[config.mk]
export PLATFORM = sky130hd
export DESIGN_NAME = fetch_stage
export DESIGN_NICKNAME = d
export VERILOG_FILES = /design/src/rtl/riscv_pkg.sv /design/src/rtl/pc_register.sv /design/src/rtl/fetch_stage.sv
export SDC_FILE = /design/constraint.sdc
export NUM_CORES = 1
export LEC_CHECK = 0
export BUFFER_PORTS_ARGS = -buffer_cell sky130_fd_sc_hd__buf_2
export CAP_MARGIN = 25
export CELL_PAD_IN_SITES_DETAIL_PLACEMENT = 0
export CELL_PAD_IN_SITES_GLOBAL_PLACEMENT = 1
export CORE_ASPECT_RATIO = 1.75
export CORE_MARGIN = 5
export CORE_UTILIZATION = 36
export CTS_CLUSTER_DIAMETER = 100
export DETAILED_ROUTE_END_ITERATION = 8
export GPL_TIMING_DRIVEN = 0
export MAX_ROUTING_LAYER = met4
export PLACE_DENSITY_LB_ADDON = 0.25
export SYNTH_ARGS = -nofsm -noshare
export SYNTH_HDL_FRONTEND = slang
export SYNTH_SLANG_ARGS = --single-unit
[constraint.sdc]
create_clock -name clk -period 3.13 [get_ports clk]
set_input_delay 0 -clock clk [delete_from_list [all_inputs] [get_ports clk]]
set_output_delay 0 -clock clk [all_outputs]
set_load 0.01 [all_outputs]
[src/rtl/riscv_pkg.sv]
// Shared RISC-V front-end definitions.
// Contents:
//   - Opcode constants for the subset this core executes.
//     The main decoder uses these same constants.
//   - The NOP encoding (addi x0, x0, 0), which is used as the pipeline bubble.
//   - The fetch FSM state type.
//   - is_supported_op(): returns 1 for opcodes the core can execute.
package riscv_pkg;

    localparam logic [6:0]  OP_LOAD   = 7'b0000011;
    localparam logic [6:0]  OP_STORE  = 7'b0100011;
    localparam logic [6:0]  OP_RTYPE  = 7'b0110011;
    localparam logic [6:0]  OP_BRANCH = 7'b1100011;
    localparam logic [6:0]  OP_JAL    = 7'b1101111;

    localparam logic [31:0] NOP_INSTR = 32'h0000_0013;

    typedef enum logic {
        RUN  = 1'b0,
        HALT = 1'b1
    } fetch_state_t;

    function automatic logic is_supported_op(input logic [6:0] op);
        case (op)
            OP_LOAD, OP_STORE, OP_RTYPE, OP_BRANCH, OP_JAL: return 1'b1;
            default:                                        return 1'b0;
        endcase
    endfunction

endpackage

[src/rtl/pc_register.sv]
// Program counter register.
// Ports:
//   clk, rst    clock; synchronous active-high reset (loads RESET_PC)
//   freeze_i    hold the PC unconditionally (halted core, or halt being entered)
//   redirect_i  load target_i with bits[1:0] cleared
//   stall_i     hold the PC when no redirect is pending
//   target_i    redirect target
//   pc_o        current PC
// Priority: rst > freeze > redirect > stall > PC+4.
// A redirect beats a stall because the stalled instruction is on the wrong path.
module pc_register #(
    parameter int                    ADDR_WIDTH = 32,
    parameter logic [ADDR_WIDTH-1:0] RESET_PC   = '0
) (
    input  logic                  clk,
    input  logic                  rst,
    input  logic                  freeze_i,
    input  logic                  redirect_i,
    input  logic                  stall_i,
    input  logic [ADDR_WIDTH-1:0] target_i,
    output logic [ADDR_WIDTH-1:0] pc_o
);

    always_ff @(posedge clk) begin
        if (rst) begin
            pc_o <= RESET_PC;
        end else if (freeze_i) begin
            pc_o <= pc_o;
        end else if (redirect_i) begin
            pc_o <= {target_i[ADDR_WIDTH-1:2], 2'b00};
        end else if (!stall_i) begin
            pc_o <= pc_o + ADDR_WIDTH'(4);
        end
    end

endmodule

[src/rtl/fetch_stage.sv]
// Instruction-fetch stage and IF/ID pipeline register.
// Ports:
//   clk, rst           clock; synchronous active-high reset
//   stall_i            load-use stall: hold the PC and IF/ID
//   flush_i            turn the IF/ID contents into a bubble
//   pc_src_i           redirect request from execute
//   pc_target_i        redirect target (bits[1:0] are ignored)
//   imem_addr_o        instruction address, taken directly from the PC
//   imem_rdata_i       instruction returned by the asynchronous ROM
//   instr_o            IF/ID instruction
//   pc_o, pc_plus4_o   IF/ID PC and PC+4
//   valid_o            IF/ID holds a real instruction (0 = bubble)
//   halted_o           sticky halt caused by an unsupported opcode
//   fetch_count_o      number of valid instructions captured
//
// State | Meaning
// RUN   | normal fetching
// HALT  | unsupported opcode reached decode. The PC is frozen, IF/ID holds a
//       | bubble, and only rst leaves this state.
module fetch_stage
    import riscv_pkg::*;
#(
    parameter int                    ADDR_WIDTH = 32,
    parameter int                    DATA_WIDTH = 32,
    parameter logic [ADDR_WIDTH-1:0] RESET_PC   = '0
) (
    input  logic                  clk,
    input  logic                  rst,
    input  logic                  stall_i,
    input  logic                  flush_i,
    input  logic                  pc_src_i,
    input  logic [ADDR_WIDTH-1:0] pc_target_i,
    output logic [ADDR_WIDTH-1:0] imem_addr_o,
    input  logic [DATA_WIDTH-1:0] imem_rdata_i,
    output logic [DATA_WIDTH-1:0] instr_o,
    output logic [ADDR_WIDTH-1:0] pc_o,
    output logic [ADDR_WIDTH-1:0] pc_plus4_o,
    output logic                  valid_o,
    output logic                  halted_o,
    output logic [31:0]           fetch_count_o
);

    fetch_state_t          state;
    logic [ADDR_WIDTH-1:0] pc;
    logic                  halt_req;
    logic                  freeze;

    // A halt is raised only when the bad instruction would actually advance.
    // If it is stalled, flushed or shadowed by a redirect, it never executes.
    assign halt_req = (state == RUN) && valid_o && !is_supported_op(instr_o[6:0])
                      && !stall_i && !flush_i && !pc_src_i;

    // The PC also freezes on the halt-entry edge, so that it stays on the
    // instruction after the offending one.
    assign freeze = (state == HALT) || halt_req;

    pc_register #(
        .ADDR_WIDTH (ADDR_WIDTH),
        .RESET_PC   (RESET_PC)
    ) u_pc (
        .clk        (clk),
        .rst        (rst),
        .freeze_i   (freeze),
        .redirect_i (pc_src_i),
        .stall_i    (stall_i),
        .target_i   (pc_target_i),
        .pc_o       (pc)
    );

    assign imem_addr_o = pc;

    always_ff @(posedge clk) begin
        if (rst) begin
            state         <= RUN;
            instr_o       <= DATA_WIDTH'(NOP_INSTR);
            pc_o          <= '0;
            pc_plus4_o    <= '0;
            valid_o       <= 1'b0;
            halted_o      <= 1'b0;
            fetch_count_o <= '0;
        end else begin
            case (state)
                RUN: begin
                    if (halt_req) begin
                        state    <= HALT;
                        halted_o <= 1'b1;
                        instr_o  <= DATA_WIDTH'(NOP_INSTR);
                        valid_o  <= 1'b0;
                    end else if (flush_i || pc_src_i) begin
                        // Bubble: pc_o and pc_plus4_o keep their previous values.
                        instr_o <= DATA_WIDTH'(NOP_INSTR);
                        valid_o <= 1'b0;
                    end else if (!stall_i) begin
                        instr_o       <= imem_rdata_i;
                        pc_o          <= pc;
                        pc_plus4_o    <= pc + ADDR_WIDTH'(4);
                        valid_o       <= 1'b1;
                        fetch_count_o <= fetch_count_o + 32'd1;
                    end
                end
                HALT: begin
                    instr_o  <= DATA_WIDTH'(NOP_INSTR);
                    valid_o  <= 1'b0;
                    halted_o <= 1'b1;
                end
            endcase
        end
    end

endmodule

==> summary.md <==
| Metric | Value |
|---|---|
| Run status | `finished clean` |
| Number of enable-type register cells in the synthesized netlist | `0` |
| Proportion of layout cells with a drive suffix above 1 | `23.79%` |
| Area of the core region | `19110 um2` |
| Sequential cell area fraction in the yosys report | `45.21%` |
| Max IR drop VDD | `0.3705 mV` |
| Setup bufs post-CTS | `0` |
| Number of gates given a new drive strength after cts | `0` |
| Clock tree root driver cell | `clkbuf_16` |
| Overall global routing resource usage | `24.17%` |
| Clock Path Buffers | `2` |
| Commonest cells in the synthesized netlist | `dfxtp_1, nand2_1, nor2_1` |
| Final antenna diode count | `0` |
| Initial antenna violation count | `0` |
| Slew Viols, Final | `0` |
| Crit path max-delay cell type | `a211oi_2` |
| First-pass iteration count of the detailed router | `5` |
| GRT Residual Overflow | `0` |
| Wire length per cell after detailed routing | `18.51 um` |
| Flop2flop setup slack | `330 ps` |
| Vias in the first global route | `7425` |
| Vias post-DR | `7421` |
| X dimension of the die | `115.0 um` |
| Unrepaired setup endpoints after global routing | `no` |
| Startpoint class of the critical path | `register` |
| Crit Path Category | `reg2reg` |
| Clock Skews | `12.50 ps` |
| Longest individual stage delay on the worst path | `590 ps` |
| Max Fanout on Critical Path | `10` |
| Static power due to leakage | `3.946 nW` |
| Wirelength, routed | `26.32 mm` |
| Warnings from Yosys | `0` |
| TritonCTS Buffers | `17` |
| Clock insertion delay at the later pin of the skew report | `440 ps` |
| Class of the most critical hold timing path | `in2reg` |
| Vias per inst | `5.219` |
| Final Hold Vio Count | `0` |
| Setup total negative slack | `0 ps` |
| Synthesized netlist cell count | `861` |
| Wire length of the first global-routing pass | `40.98 mm` |
| DIE AREA | `22300 um2` |
| Data required time of the critical path | `3490 ps` |
| Reported max-cap violation count | `0` |
| Total power divided by cell area | `493.1 nW/um2` |
| Worst reg-to-reg path cell count | `8` |
| Share of the cycle needed by the critical path after routing | `89.60%` |
| Reg2Reg Launch Point | `instr_o[6]` |
| Detail Placement HPWL | `19.65 mm` |
| Count of nets after finishing | `1240` |
| Worst path cell trace | `and3_1 > o211ai_1 > o21a_2 > clkbuf_1 > a211oi_2 > clkbuf_1 > o211ai_1 > a21oi_1` |
| Die Y-Extent | `193.8 um` |
| Share of synthesized registers carrying an async set or reset | `0%` |
| Time the worst path needs with I/O delays and setup | `2805 ps` |
| Data arrival time of the worst path | `3160 ps` |
| Fraction of post-synthesis cell area in the top cell type by area | `45.21%` |
| Primary FF master, synth | `dfxtp_1` |
| Area used by multi-input combinational logic | `3476 um2` |
| Synthesized area per cell | `8.074 um2` |
| Cells on Worst Hold Path | `4` |
| Number of nets still failing antenna checks after routing | `0` |
| Netlist area before placement | `6952 um2` |
| Sequential cell area | `3143 um2` |
| FF+latch count, synth | `157` |
| Relative slew slack | `27.76%` |
| Number of placed I/O pins | `231` |
| Placer Congestion | `0.8923` |
| Count of port buffers added during placement | `221` |
| Hold buffer count at CTS | `62` |
| Cell types with the largest area share after synthesis | `dfxtp_1, nand2_1, nor2_1` |
| H-tree levels | `4` |
| Final worst hold slack | `29.37 ps` |
| Post-layout power | `4.728 mW` |
| Std cell rows | `67` |
| Beginning of the worst hold path | `flush_i` |
| Maximum number of pins on one net before global-route repair | `17` |
| Most frequent cell after synthesis | `dfxtp_1` |
| Fill cell total of the finished layout | `1969` |
| Remaining routing DRC violations | `0` |
| Highest achievable clock rate | `0.3566 GHz` |
| Slew at the pin closest to its max-slew limit | `1075 ps` |
| Critical Path Sink Type | `register` |
| TritonCTS clock tree | `done` |
| Cell type with the highest aggregate area in the netlist | `dfxtp_1` |
| Starting DRT DRC Count | `377` |
| TritonCTS sink count | `157` |
| Startpoint of the worst setup timing path | `instr_o[6]` |
| Initial core utilization | `36.37%` |
| Area added between synthesis and finish | `37.92%` |
| Post-synth cell types | `56` |
| Clock slew seen by the registers of the worst setup and hold paths | `60 ps` |
| Number of failing setup endpoints in the final timing report | `0` |
-- path summary, 6_finish.rpt --
check	to
setup / recovery	u_pc.pc_o[14]
hold / removal	instr_o[0]
setup reg to reg	u_pc.pc_o[14]
hold reg to reg	halted_o
-- report_power, final --
group | switching, mW | leakage (nW) | internal [mW]
Combinational | 0.303 | 2.39 | 0.223
Clock | 0.849 | 0.277 | 1.23
Sequential | 0.0629 | 1.28 | 2.06
-- cell families after synthesis --
| logic type | Yosys count | share of synthesized area (%) |
|---|---|---|
| AO/OA/AOI/OAI | 206 | 19.10 |
| AND/OR/NAND/NOR | 367 | 24.42 |
| XOR/XNOR | 41 | 5.166 |
| buffers and inverters | 83 | 5.057 |
| adder cells (fa/ha/maj) | 2 | 0.3599 |
| flip-flops | 157 | 45.21 |
| other | 1 | 0.05394 |
| multiplexers | 4 | 0.6299 |
-- sequential cells by signal (all words and copies together), names as in the netlist --
register / count
valid_o: 1
pc_o: 30
state: 1
instr_o: 32
pc_plus4_o: 30
u_pc.pc_o: 30
halted_o: 1
fetch_count_o: 32
-- through the flow --
step | utilization, % | setup WS [ps] | area [um2] | std cells
floorplan | - | 802.8 | 6970 | 866
global placement | 43.83 | -16.85 | 8378 | 1328
detailed placement | 43.86 | 300.8 | 8383 | 1329
CTS | 50.16 | 266.7 | 9588 | 1422
global route | 50.16 | 41.40 | 9588 | 1422
finish | 50.16 | 325.4 | 9588 | 1422
-- layer usage --
metal / up-vias / global-route usage [%] / part of all wire (%)
li1: 3639 / - / -
met3: 55 / 4.466 / 5.4
met2: 237 / 42.87 / 53
met1: 3490 / 25.85 / 38
met5: - / - / 0
met4: 0 / 10.01 / 3.6
-- layout by cell type, fill, tap and decap left out, types with 9 or more instances in the layout --
master / netlist / final
buf_2: 10 / 232
dfxtp_1: 157 / 157
nand2_1: 130 / 130
nor2_1: 116 / 116
a21oi_1: 76 / 76
dlygate4sd3_1: 0 / 62
clkbuf_1: 48 / 49
a22oi_1: 30 / 30
o21ai_0: 26 / 26
a211oi_1: 26 / 26
xnor2_1: 25 / 25
nand4_1: 19 / 19
nand3_1: 19 / 19
clkbuf_16: 0 / 17
xor2_1: 16 / 16
nor3_1: 14 / 14
and3_1: 13 / 13
or3_1: 10 / 10
o211ai_1: 9 / 9
buf_1: 9 / 9
nor4_1: 9 / 9
-- layout make-up --
class,instances,area share [%]
multi-input cells,626,36.25
flip-flops and latches,157,32.78
repair buffers,284,18.06
clock buffers,21,4.907
plain buffers,74,3.315
well taps,241,3.145
clock inverters,10,1.188
inverters,9,0.3523
-- critical path, delay by kind of cell (launching register included) --
kind	cells	cell delay (ps)
buf+inv	2	810
simple gates	1	200
compound gates	5	1330
flops	1	390
No activity file was read; power rests on OpenSTA's default activity.
